**config.mk**
```make
export PLATFORM = sky130hd
export DESIGN_NAME = tour_cmd_sched
export DESIGN_NICKNAME = d
export VERILOG_FILES = /design/src/rtl/tour_pkg.sv /design/src/rtl/tour_move_decode.sv /design/src/rtl/tour_cmd_sched.sv
export SDC_FILE = /design/constraint.sdc
export NUM_CORES = 1
export LEC_CHECK = 0
export ABC_AREA = 1
export CAP_MARGIN = 30
export CELL_PAD_IN_SITES_DETAIL_PLACEMENT = 0
export CELL_PAD_IN_SITES_GLOBAL_PLACEMENT = 2
export CORE_ASPECT_RATIO = 1.4
export CORE_MARGIN = 3
export CORE_UTILIZATION = 16
export CTS_BUF_LIST = sky130_fd_sc_hd__clkbuf_4 sky130_fd_sc_hd__clkbuf_8
export DETAILED_ROUTE_END_ITERATION = 6
export PLACE_DENSITY_LB_ADDON = 0.1
export SLEW_MARGIN = 5
export SYNTH_ARGS = -nofsm -noshare
export SYNTH_HDL_FRONTEND = slang
export SYNTH_SLANG_ARGS = --single-unit
export TNS_END_PERCENT = 100
```
**constraint.sdc**
```tcl
create_clock -name clk -period 2.9 [get_ports clk]
set_input_delay 0.87 -clock clk [delete_from_list [all_inputs] [get_ports clk]]
set_output_delay 0.87 -clock clk [all_outputs]
set_load 0.05 [all_outputs]
```
**src/rtl/tour_pkg.sv**
```systemverilog
`default_nettype none
// ============================================================================
// Module   : tour_pkg
// Brief    : Shared state encoding, opcodes, headings and response bytes for
//            the knight's-tour command scheduler.
// Revision : 1.0 - initial release
// ============================================================================
package tour_pkg;

  // Scheduler states: UART passthrough plus two legs per move, each with a
  // wait phase for the command processor's completion pulse.
  typedef enum logic [2:0] {
    IDLE   = 3'd0,
    VERT   = 3'd1,
    WAIT_V = 3'd2,
    HORZ   = 3'd3,
    WAIT_H = 3'd4
  } state_t;

  localparam logic [3:0] OP_MOVE    = 4'b0010;
  localparam logic [3:0] OP_FANFARE = 4'b0011;

  localparam logic [7:0] HDG_NORTH = 8'h00;
  localparam logic [7:0] HDG_WEST  = 8'h3F;
  localparam logic [7:0] HDG_SOUTH = 8'h7F;
  localparam logic [7:0] HDG_EAST  = 8'hBF;

  localparam logic [7:0] ACK     = 8'hA5;
  localparam logic [7:0] POS_ACK = 8'h5A;

endpackage
`default_nettype wire

```
**src/rtl/tour_move_decode.sv**
```systemverilog
`default_nettype none
// ============================================================================
// Module   : tour_move_decode
// Brief    : Combinational split of a one-hot knight move into a vertical-leg
//            command and a horizontal-leg command.
// Revision : 1.0 - initial release
// ============================================================================
module tour_move_decode
  import tour_pkg::*;
#(
  parameter logic [3:0] OP_V = OP_MOVE,
  parameter logic [3:0] OP_H = OP_FANFARE
) (
  input  logic [7:0]  move,
  output logic [15:0] vert_cmd,
  output logic [15:0] horz_cmd
);

  logic signed [2:0] w_dx;
  logic signed [2:0] w_dy;
  logic        [7:0] w_hdg_v;
  logic        [7:0] w_hdg_h;
  logic        [3:0] w_sq_v;
  logic        [3:0] w_sq_h;

  // Move bit to signed displacement; anything not one-hot yields a null move.
  always_comb begin
    w_dx = 3'sd0;
    w_dy = 3'sd0;
    case (move)
      8'h01: begin w_dx =  3'sd1; w_dy =  3'sd2; end
      8'h02: begin w_dx = -3'sd1; w_dy =  3'sd2; end
      8'h04: begin w_dx = -3'sd2; w_dy =  3'sd1; end
      8'h08: begin w_dx = -3'sd2; w_dy = -3'sd1; end
      8'h10: begin w_dx = -3'sd1; w_dy = -3'sd2; end
      8'h20: begin w_dx =  3'sd1; w_dy = -3'sd2; end
      8'h40: begin w_dx =  3'sd2; w_dy = -3'sd1; end
      8'h80: begin w_dx =  3'sd2; w_dy =  3'sd1; end
      default: begin w_dx = 3'sd0; w_dy = 3'sd0; end
    endcase
  end

  // Heading and magnitude per leg; a zero displacement keeps heading north.
  always_comb begin
    w_hdg_v = (w_dy < 0) ? HDG_SOUTH : HDG_NORTH;
    w_sq_v  = (w_dy < 0) ? 4'(-w_dy) : 4'(w_dy);
    if (w_dx > 0)      w_hdg_h = HDG_EAST;
    else if (w_dx < 0) w_hdg_h = HDG_WEST;
    else               w_hdg_h = HDG_NORTH;
    w_sq_h  = (w_dx < 0) ? 4'(-w_dx) : 4'(w_dx);
  end

  assign vert_cmd = {OP_V, w_hdg_v, w_sq_v};
  assign horz_cmd = {OP_H, w_hdg_h, w_sq_h};

endmodule
`default_nettype wire

```
**src/rtl/tour_cmd_sched.sv**
```systemverilog
`default_nettype none
// ============================================================================
// Module   : tour_cmd_sched
// Brief    : Arbitrates the command processor between UART passthrough and
//            playback of the solved knight's tour, two legs per move.
// Revision : 1.0 - initial release
// ============================================================================
module tour_cmd_sched
  import tour_pkg::*;
#(
  parameter int         NUM_MOVES  = 24,
  parameter logic [3:0] OP_MOVE    = tour_pkg::OP_MOVE,
  parameter logic [3:0] OP_FANFARE = tour_pkg::OP_FANFARE
) (
  input  logic        clk,
  input  logic        rst_n,
  input  logic        start_tour,
  input  logic [7:0]  move,
  output logic [4:0]  mv_indx,
  input  logic [15:0] cmd_UART,
  input  logic        cmd_rdy_UART,
  output logic        clr_cmd_rdy_UART,
  output logic [15:0] cmd,
  output logic        cmd_rdy,
  input  logic        clr_cmd_rdy,
  input  logic        send_resp,
  output logic [7:0]  resp
);

  localparam logic [4:0] LAST_IDX = 5'(NUM_MOVES - 1);

  state_t      r_state;
  logic [4:0]  r_mv_indx;
  logic [15:0] w_vert_cmd;
  logic [15:0] w_horz_cmd;
  logic        w_last;

  tour_move_decode #(
    .OP_V (OP_MOVE),
    .OP_H (OP_FANFARE)
  ) u_decode (
    .move     (move),
    .vert_cmd (w_vert_cmd),
    .horz_cmd (w_horz_cmd)
  );

  assign mv_indx = r_mv_indx;
  assign w_last  = (r_mv_indx == LAST_IDX);

  // Tour sequencer: clr_cmd_rdy takes priority, so a coincident send_resp in
  // VERT/HORZ is dropped rather than skipping the wait phase.
  always_ff @(posedge clk or negedge rst_n) begin
    if (!rst_n) begin
      r_state   <= IDLE;
      r_mv_indx <= 5'd0;
    end else begin
      case (r_state)
        IDLE: begin
          if (start_tour) begin
            r_mv_indx <= 5'd0;
            r_state   <= VERT;
          end
        end
        VERT:   if (clr_cmd_rdy) r_state <= WAIT_V;
        WAIT_V: if (send_resp)   r_state <= HORZ;
        HORZ:   if (clr_cmd_rdy) r_state <= WAIT_H;
        WAIT_H: begin
          if (send_resp) begin
            if (w_last) begin
              r_state <= IDLE;
            end else begin
              r_mv_indx <= r_mv_indx + 5'd1;
              r_state   <= VERT;
            end
          end
        end
        default: r_state <= IDLE;
      endcase
    end
  end

  // Output steering: cmd only depends on state and a stable move, so it
  // cannot glitch while cmd_rdy is high.
  always_comb begin
    cmd              = cmd_UART;
    cmd_rdy          = cmd_rdy_UART;
    clr_cmd_rdy_UART = clr_cmd_rdy;
    resp             = ACK;
    case (r_state)
      IDLE: begin
        cmd              = cmd_UART;
        cmd_rdy          = cmd_rdy_UART;
        clr_cmd_rdy_UART = clr_cmd_rdy;
        resp             = ACK;
      end
      VERT, WAIT_V: begin
        cmd              = w_vert_cmd;
        cmd_rdy          = (r_state == VERT);
        clr_cmd_rdy_UART = 1'b0;
        resp             = POS_ACK;
      end
      HORZ, WAIT_H: begin
        cmd              = w_horz_cmd;
        cmd_rdy          = (r_state == HORZ);
        clr_cmd_rdy_UART = 1'b0;
        resp             = (r_state == WAIT_H && w_last) ? ACK : POS_ACK;
      end
      default: begin
        cmd              = cmd_UART;
        cmd_rdy          = 1'b0;
        clr_cmd_rdy_UART = 1'b0;
        resp             = ACK;
      end
    endcase
  end

endmodule
`default_nettype wire
```
# Word-level counts from Yosys, hierarchy flattened
# Index checks and enable logic that the tools add are counted.
# word_totals
ff_bits	8
latchBits	0
ramBits	0
romBits	0
inputBits	30
output_inout_bits	31
wordCells	65
n_memories	0
# classes
n_addsub	3
mul	0
div_mod_pow	0
magnitude_cmp	3
n_eq_ne	19
shifts	0
n_mux	23
bitwise	0
reduce_logical	15
# op_table
operator	n
$pmux W16 S2	1
$pmux W3 S4	2
$reduce_or A2 Y1	10
$mux W8	2
$pmux W8 S2	1
$mux W3	5
$mux W5	3
$pmux W3 S5	1
$ne A2 B2 Y1 const B	6
$pmux W5 S2	1
$eq A8 B1 Y1 const B	1
$eq A8 B2 Y1 const B	1
$eq A8 B3 Y1 const B	1
$eq A8 B4 Y1 const B	1
$eq A8 B5 Y1 const B	1
$eq A8 B6 Y1 const B	1
$eq A8 B7 Y1 const B	1
$eq A8 B8 Y1 const B	1
$mux W4	2
$neg A3 Y4	2
$mux W7	1
$eq A3 B2 Y1 const B	2
$lt A3 B1 Y1 const B	2
$mux W6	1
other kinds (12)	13

# Logic depth before layout (Yosys ltp)
# depth
ltp_word	7
ltp_mapped	13
ltp_nobuf	13

# By module
# A second synthesis with hierarchy kept.
# unflattened
cells_unflattened	251
hier_area_um2	1430.1
# modules_own_cells
module	n_inst	cells_each	area_per_inst_um2	seq_area_each_um2
tour_cmd_sched	1	165	917.1	200.2
tour_move_decode	1	86	513.0	0.0

# Least setup slack after synthesis
# No wires, ideal clock.
# synth_timing
path_kind	input-to-output
from	in move[3]
to	out cmd[11]
arrival_time_ns	2.947
required_time_ns	2.030
path_slack_ns	-0.917
cell_stages	9
path_buffers	0
path_cell_list	nor2_2 inv_1 nor2_1 nand2_1 and2_1 nand2_1 inv_1 ha_1 o31ai_1
# synth_via
elab_chain_len	6
elab_cells_between_ends	16
cone_classes	order compare (1); eq/ne (8); mux (3); reduce/logical (4)
# synth_lines
element	line_no	rtl
start, declared	tour_cmd_sched.sv:18	input logic [7:0] move,
$eq A8 B7 Y1, or another cell as far along	tour_move_decode.sv:30	case (move)
$reduce_or A2 Y1 (no line)	--	
$pmux W3 S4 *	tour_move_decode.sv:30	
$gt A3 B1 Y1 *	tour_move_decode.sv:47	if (w_dx > 0) w_hdg_h = HDG_EAST;
$mux W8 *	tour_move_decode.sv:47	
$pmux W16 S2 *	tour_cmd_sched.sv:89	case (r_state)
end, declared	tour_cmd_sched.sv:23	output logic [15:0] cmd,
# Every way passes the cells marked *; elsewhere a longest branch is shown, timed or not.

# Final worst setup path
# layout_timing
from	in move[2]
to	out cmd[1]
# layout_via
elab_chain_len	6
elab_cells_between_ends	25
cone_classes	add/sub (2); order compare (2); eq/ne (8); mux (5); reduce/logical (8)
# layout_lines
element	line_no	rtl
$eq A8 B7 Y1, or another cell as far along	tour_move_decode.sv:30	
$reduce_or A2 Y1 (no line)	--	
$pmux W3 S4	tour_move_decode.sv:30	
$neg A3 Y4, or another cell as far along	tour_move_decode.sv:50	w_sq_h = (w_dx < 0) ? 4'(-w_dx) : 4'(w_dx);
$mux W4, on equally long branches	tour_move_decode.sv:50, tour_move_decode.sv:46	
$pmux W16 S2 *	tour_cmd_sched.sv:89	
# Marked as above.

==> results.ini <==
[sta]
finalCriticalPeriod_ns = 3.24
max_freq_mhz = 309
period_share = 1.12
hold-worst-slack_ns = 0.582
final-max-slew-violation-count = 0
max_slew.worst_pin.slew_ns = 0.495
setup_repair_after_global_routing_missed_its_margin = yes
fin_worst_skew_ns = 0.00418
fin_tns_setup_ns = -3.08
slew_headroom = 0.669
postLayoutSetupSlackWorst_ns = -0.337
finalSetupViolCount = 11
timing_hold_violations_final = 0

[yosys]
synth_largest_type_area_fraction = 0.186
number_of_enable_flip_flop_cells_after_synthesis = 0
dominantRegCellSynth = dfrtp_1
synthMostInstantiatedCell = nand2_1
synth-seq-area-share = 0.186
ys.warnings.count = 0
synthesized_netlist_net_count = 218
post_synth_most_frequent_cells = 45 x nand2_1, 29 x inv_1, 27 x nor2_1
syn_inst = 185
number_of_library_cell_types_mapped_by_synthesis = 26
post_synth_instance_area_sq_mm = 0.00108
synthesis.area_per_instance_sq_um = 5.82
async_reset_ff_frac = 1.00
cell_accounting_for_the_most_synthesized_area = dfrtp_1
ys_seq_elements = 8
post_synth_main_area_contributors = dfrtp_1 19%, nand2_1 16%, nand3_1 12%

[min_path]
hold_path_class = reg -> reg

[outcome]
outcome = finished with violations
violated_checks = setup timing

[pwr]
vdd.ir_drop.worst_mv = 0.554
power.internal_w = 0.00109
clock_power_share = 0.051
powerDensity_mw_per_mm2 = 1030
power.share.sequential = 0.061
switching_power_w = 0.00154
power.combinational.fraction = 0.888
leakagePower_nw = 1.16
power.switching_fraction = 0.587

[placement]
detailed_place_hpwl_um = 3410
detailedPlace.worstSlack_ns = -0.858
place_congestion = 0.711
io_buffer_count = 60

[global_route]
grt_first_pass_wirelength_um = 6690
vias_in_the_first_global_route = 1456
global_route.overflow_total = 0
antenna_found_initial = 0
track_usage = 0.111
maximum_number_of_pins_on_one_net_before_global_route_repair = 12

[floorplanning]
fp.dieW_um = 75.3
die_h_um = 103
placeableCoreArea_sq_mm = 0.00638
ios = 61
floorplan.initialDensity = 0.169
num_rows = 34
die_area_sq_mm = 0.00776

[route]
via_count = 1420
drtIter0Drc = 34
route.detailed.drc = 0
route.final.wire_length_um = 4290
post_drt_via_cell_ratio = 4.14
route.detailed.wl_per_inst_um = 12.5
antenna_left = 0
detailed_routing_iteration_count_for_the_pre_antenna_repair_pass = 3

[critical_path]
crit_path_end = cmd[1]
worstSetupPathType = in -> out
worst_ep_arrival_time_ns = 2.37
worst-r2r-cell-count = 7
reg2reg_setup_slack_ns = 1.40
worstSetupStartpointType = input pin
crit_path_start = move[2]
maximum_fanout_encountered_on_the_critical_timing_path = 5
timing.critical_path.to_type = primary output
regToRegStartpoint = mv_indx[0]$_DFFE_PN0P_
worst_ep_required_time_ns = 2.03
regToRegEndpoint = mv_indx[2]$_DFFE_PN0P_

[layout]
antenna_diode_count = 0
drive_gt1_frac = 0.535
fillCellCount = 685
finalCoreUtilization = 0.399
syn_to_final_growth_pct = 136
finish.net_count = 306

[clocking]
clk_transition_reported_paths_ns = 0.04
worst_skew_pair.late_latency_ns = 0.23
tritoncts_clock_tree = built
cts.htree.levels = 1
clock_tree.root_cell = clkbuf_8
tritoncts.num_buffers = 3
cts.sinks = 8
cts_buffer_depth = 2

[job]
maxCapViolations = 0

## routing by layer
metal  track usage  routed length, um  part of all wire
met1         0.117               1510              0.35
met2         0.220               2570              0.60
met3        0.0127                165             0.038
met4        0.0336                 48             0.011
met5             0                  0                 0
## layout make-up
class / count / area [sq um] / share of cell area
Sequential cell: 8 / 200 / 0.0787
Tap cell: 72 / 90.1 / 0.0354
Timing Repair Buffer: 90 / 1010 / 0.397
Clock buffer: 3 / 41.3 / 0.0162
Multi-Input combinational cell: 135 / 1050 / 0.414
Inverter: 35 / 150 / 0.0590
## critical path, cell delays in order
cell	delay, ns
buf_8	0.11
nor2_4	0.20
buf_6	0.14
nand3_4	0.07
nor2_4	0.13
nor2_4	0.06
nand2_2	0.07
inv_2	0.04
ha_4	0.26
inv_2	0.03
nand2_2	0.05
nand3_2	0.08
nand3_4	0.12
buf_12	0.13
## through the flow
| stage | instance area, sq um | std cells | power (W) |
|---|---|---|---|
| after floorplan | 1260 | 185 | 0.00167 |
| after global placement | 2150 | 329 | 0.00239 |
| after detailed placement | 2150 | 329 | 0.00240 |
| after CTS | 2400 | 340 | 0.00265 |
| after global routing | 2540 | 343 | 0.00279 |
| final | 2540 | 343 | 0.00263 |
## what timing repair did
action                                  4_1_cts  5_1_grt
resized for setup                            69       38
endpoints found under the hold margin         0        0
hold buffers                                  0        0
endpoints found under the setup margin       11       11
buffers inserted                             10        5
pin swaps                                    28       26
## power by group through the flow
stage / Combinational (W) / Clock [W] / Sequential (W)
floorplan: 0.00149 / 0 / 0.000179
global placement: 0.00223 / 0 / 0.000161
detailed placement: 0.00224 / 0 / 0.000162
CTS: 0.00235 / 0.000139 / 0.000161
global route: 0.00248 / 0.000145 / 0.000164
finish: 0.00233 / 0.000134 / 0.000161
## how the worst min path moves through the flow
| stage | slack, ns | endpoint | cells past startpoint | startpoint |
|---|---|---|---|---|
| after floorplan | 0.57 | mv_indx[0]$_DFFE_PN0P_ | 0 | rst_n |
| after global placement | 0.57 | mv_indx[1]$_DFFE_PN0P_ | 2 | mv_indx[1]$_DFFE_PN0P_ |
| after detailed placement | 0.58 | mv_indx[1]$_DFFE_PN0P_ | 2 | mv_indx[1]$_DFFE_PN0P_ |
| after CTS | 0.59 | mv_indx[1]$_DFFE_PN0P_ | 2 | mv_indx[1]$_DFFE_PN0P_ |
| after global routing | 0.61 | mv_indx[1]$_DFFE_PN0P_ | 2 | mv_indx[1]$_DFFE_PN0P_ |
| final | 0.58 | mv_indx[1]$_DFFE_PN0P_ | 2 | mv_indx[1]$_DFFE_PN0P_ |
## logic make-up (layout without fill, tap and decap cells)
logic type | Yosys count | after routing | synth area share
and+or+nand+nor | 116 | 116 | 0.501
adders and majority gates | 3 | 3 | 0.0349
xor gates and xnor gates | 2 | 2 | 0.0163
DFF | 8 | 8 | 0.186
AOI/OAI and AO/OA | 14 | 14 | 0.0872
buffers and inverters | 42 | 128 | 0.174
## state kept, by name (all words and copies together) (netlist names)
name and cells:
mv_indx 5, r_state 3
## cells in the final DEF, fill, tap and decap left out, types with 2 or more instances in the layout
| master | synthesis | routed |
|---|---|---|
| nand3_2 | 1 | 6 |
| buf_12 | 0 | 16 |
| inv_1 | 29 | 17 |
| nand4_1 | 2 | 2 |
| nor2_2 | 3 | 4 |
| nor2_4 | 1 | 12 |
| ha_4 | 0 | 2 |
| o21ai_0 | 8 | 7 |
| clkdlybuf4s50_1 | 0 | 26 |
| nand2_1 | 45 | 34 |
| buf_8 | 0 | 5 |
| dfrtp_1 | 8 | 8 |
| buf_4 | 6 | 28 |
| clkbuf_8 | 0 | 3 |
| buf_6 | 1 | 11 |
| nand3_1 | 26 | 10 |
| nand2_4 | 3 | 8 |
| nand3_4 | 0 | 11 |
| buf_2 | 0 | 4 |
| o21ai_2 | 2 | 2 |
| nor2_1 | 27 | 15 |
| inv_2 | 6 | 15 |
| nand2_2 | 4 | 9 |
| xor2_1 | 2 | 2 |
Power figures use the tool's default switching activity.
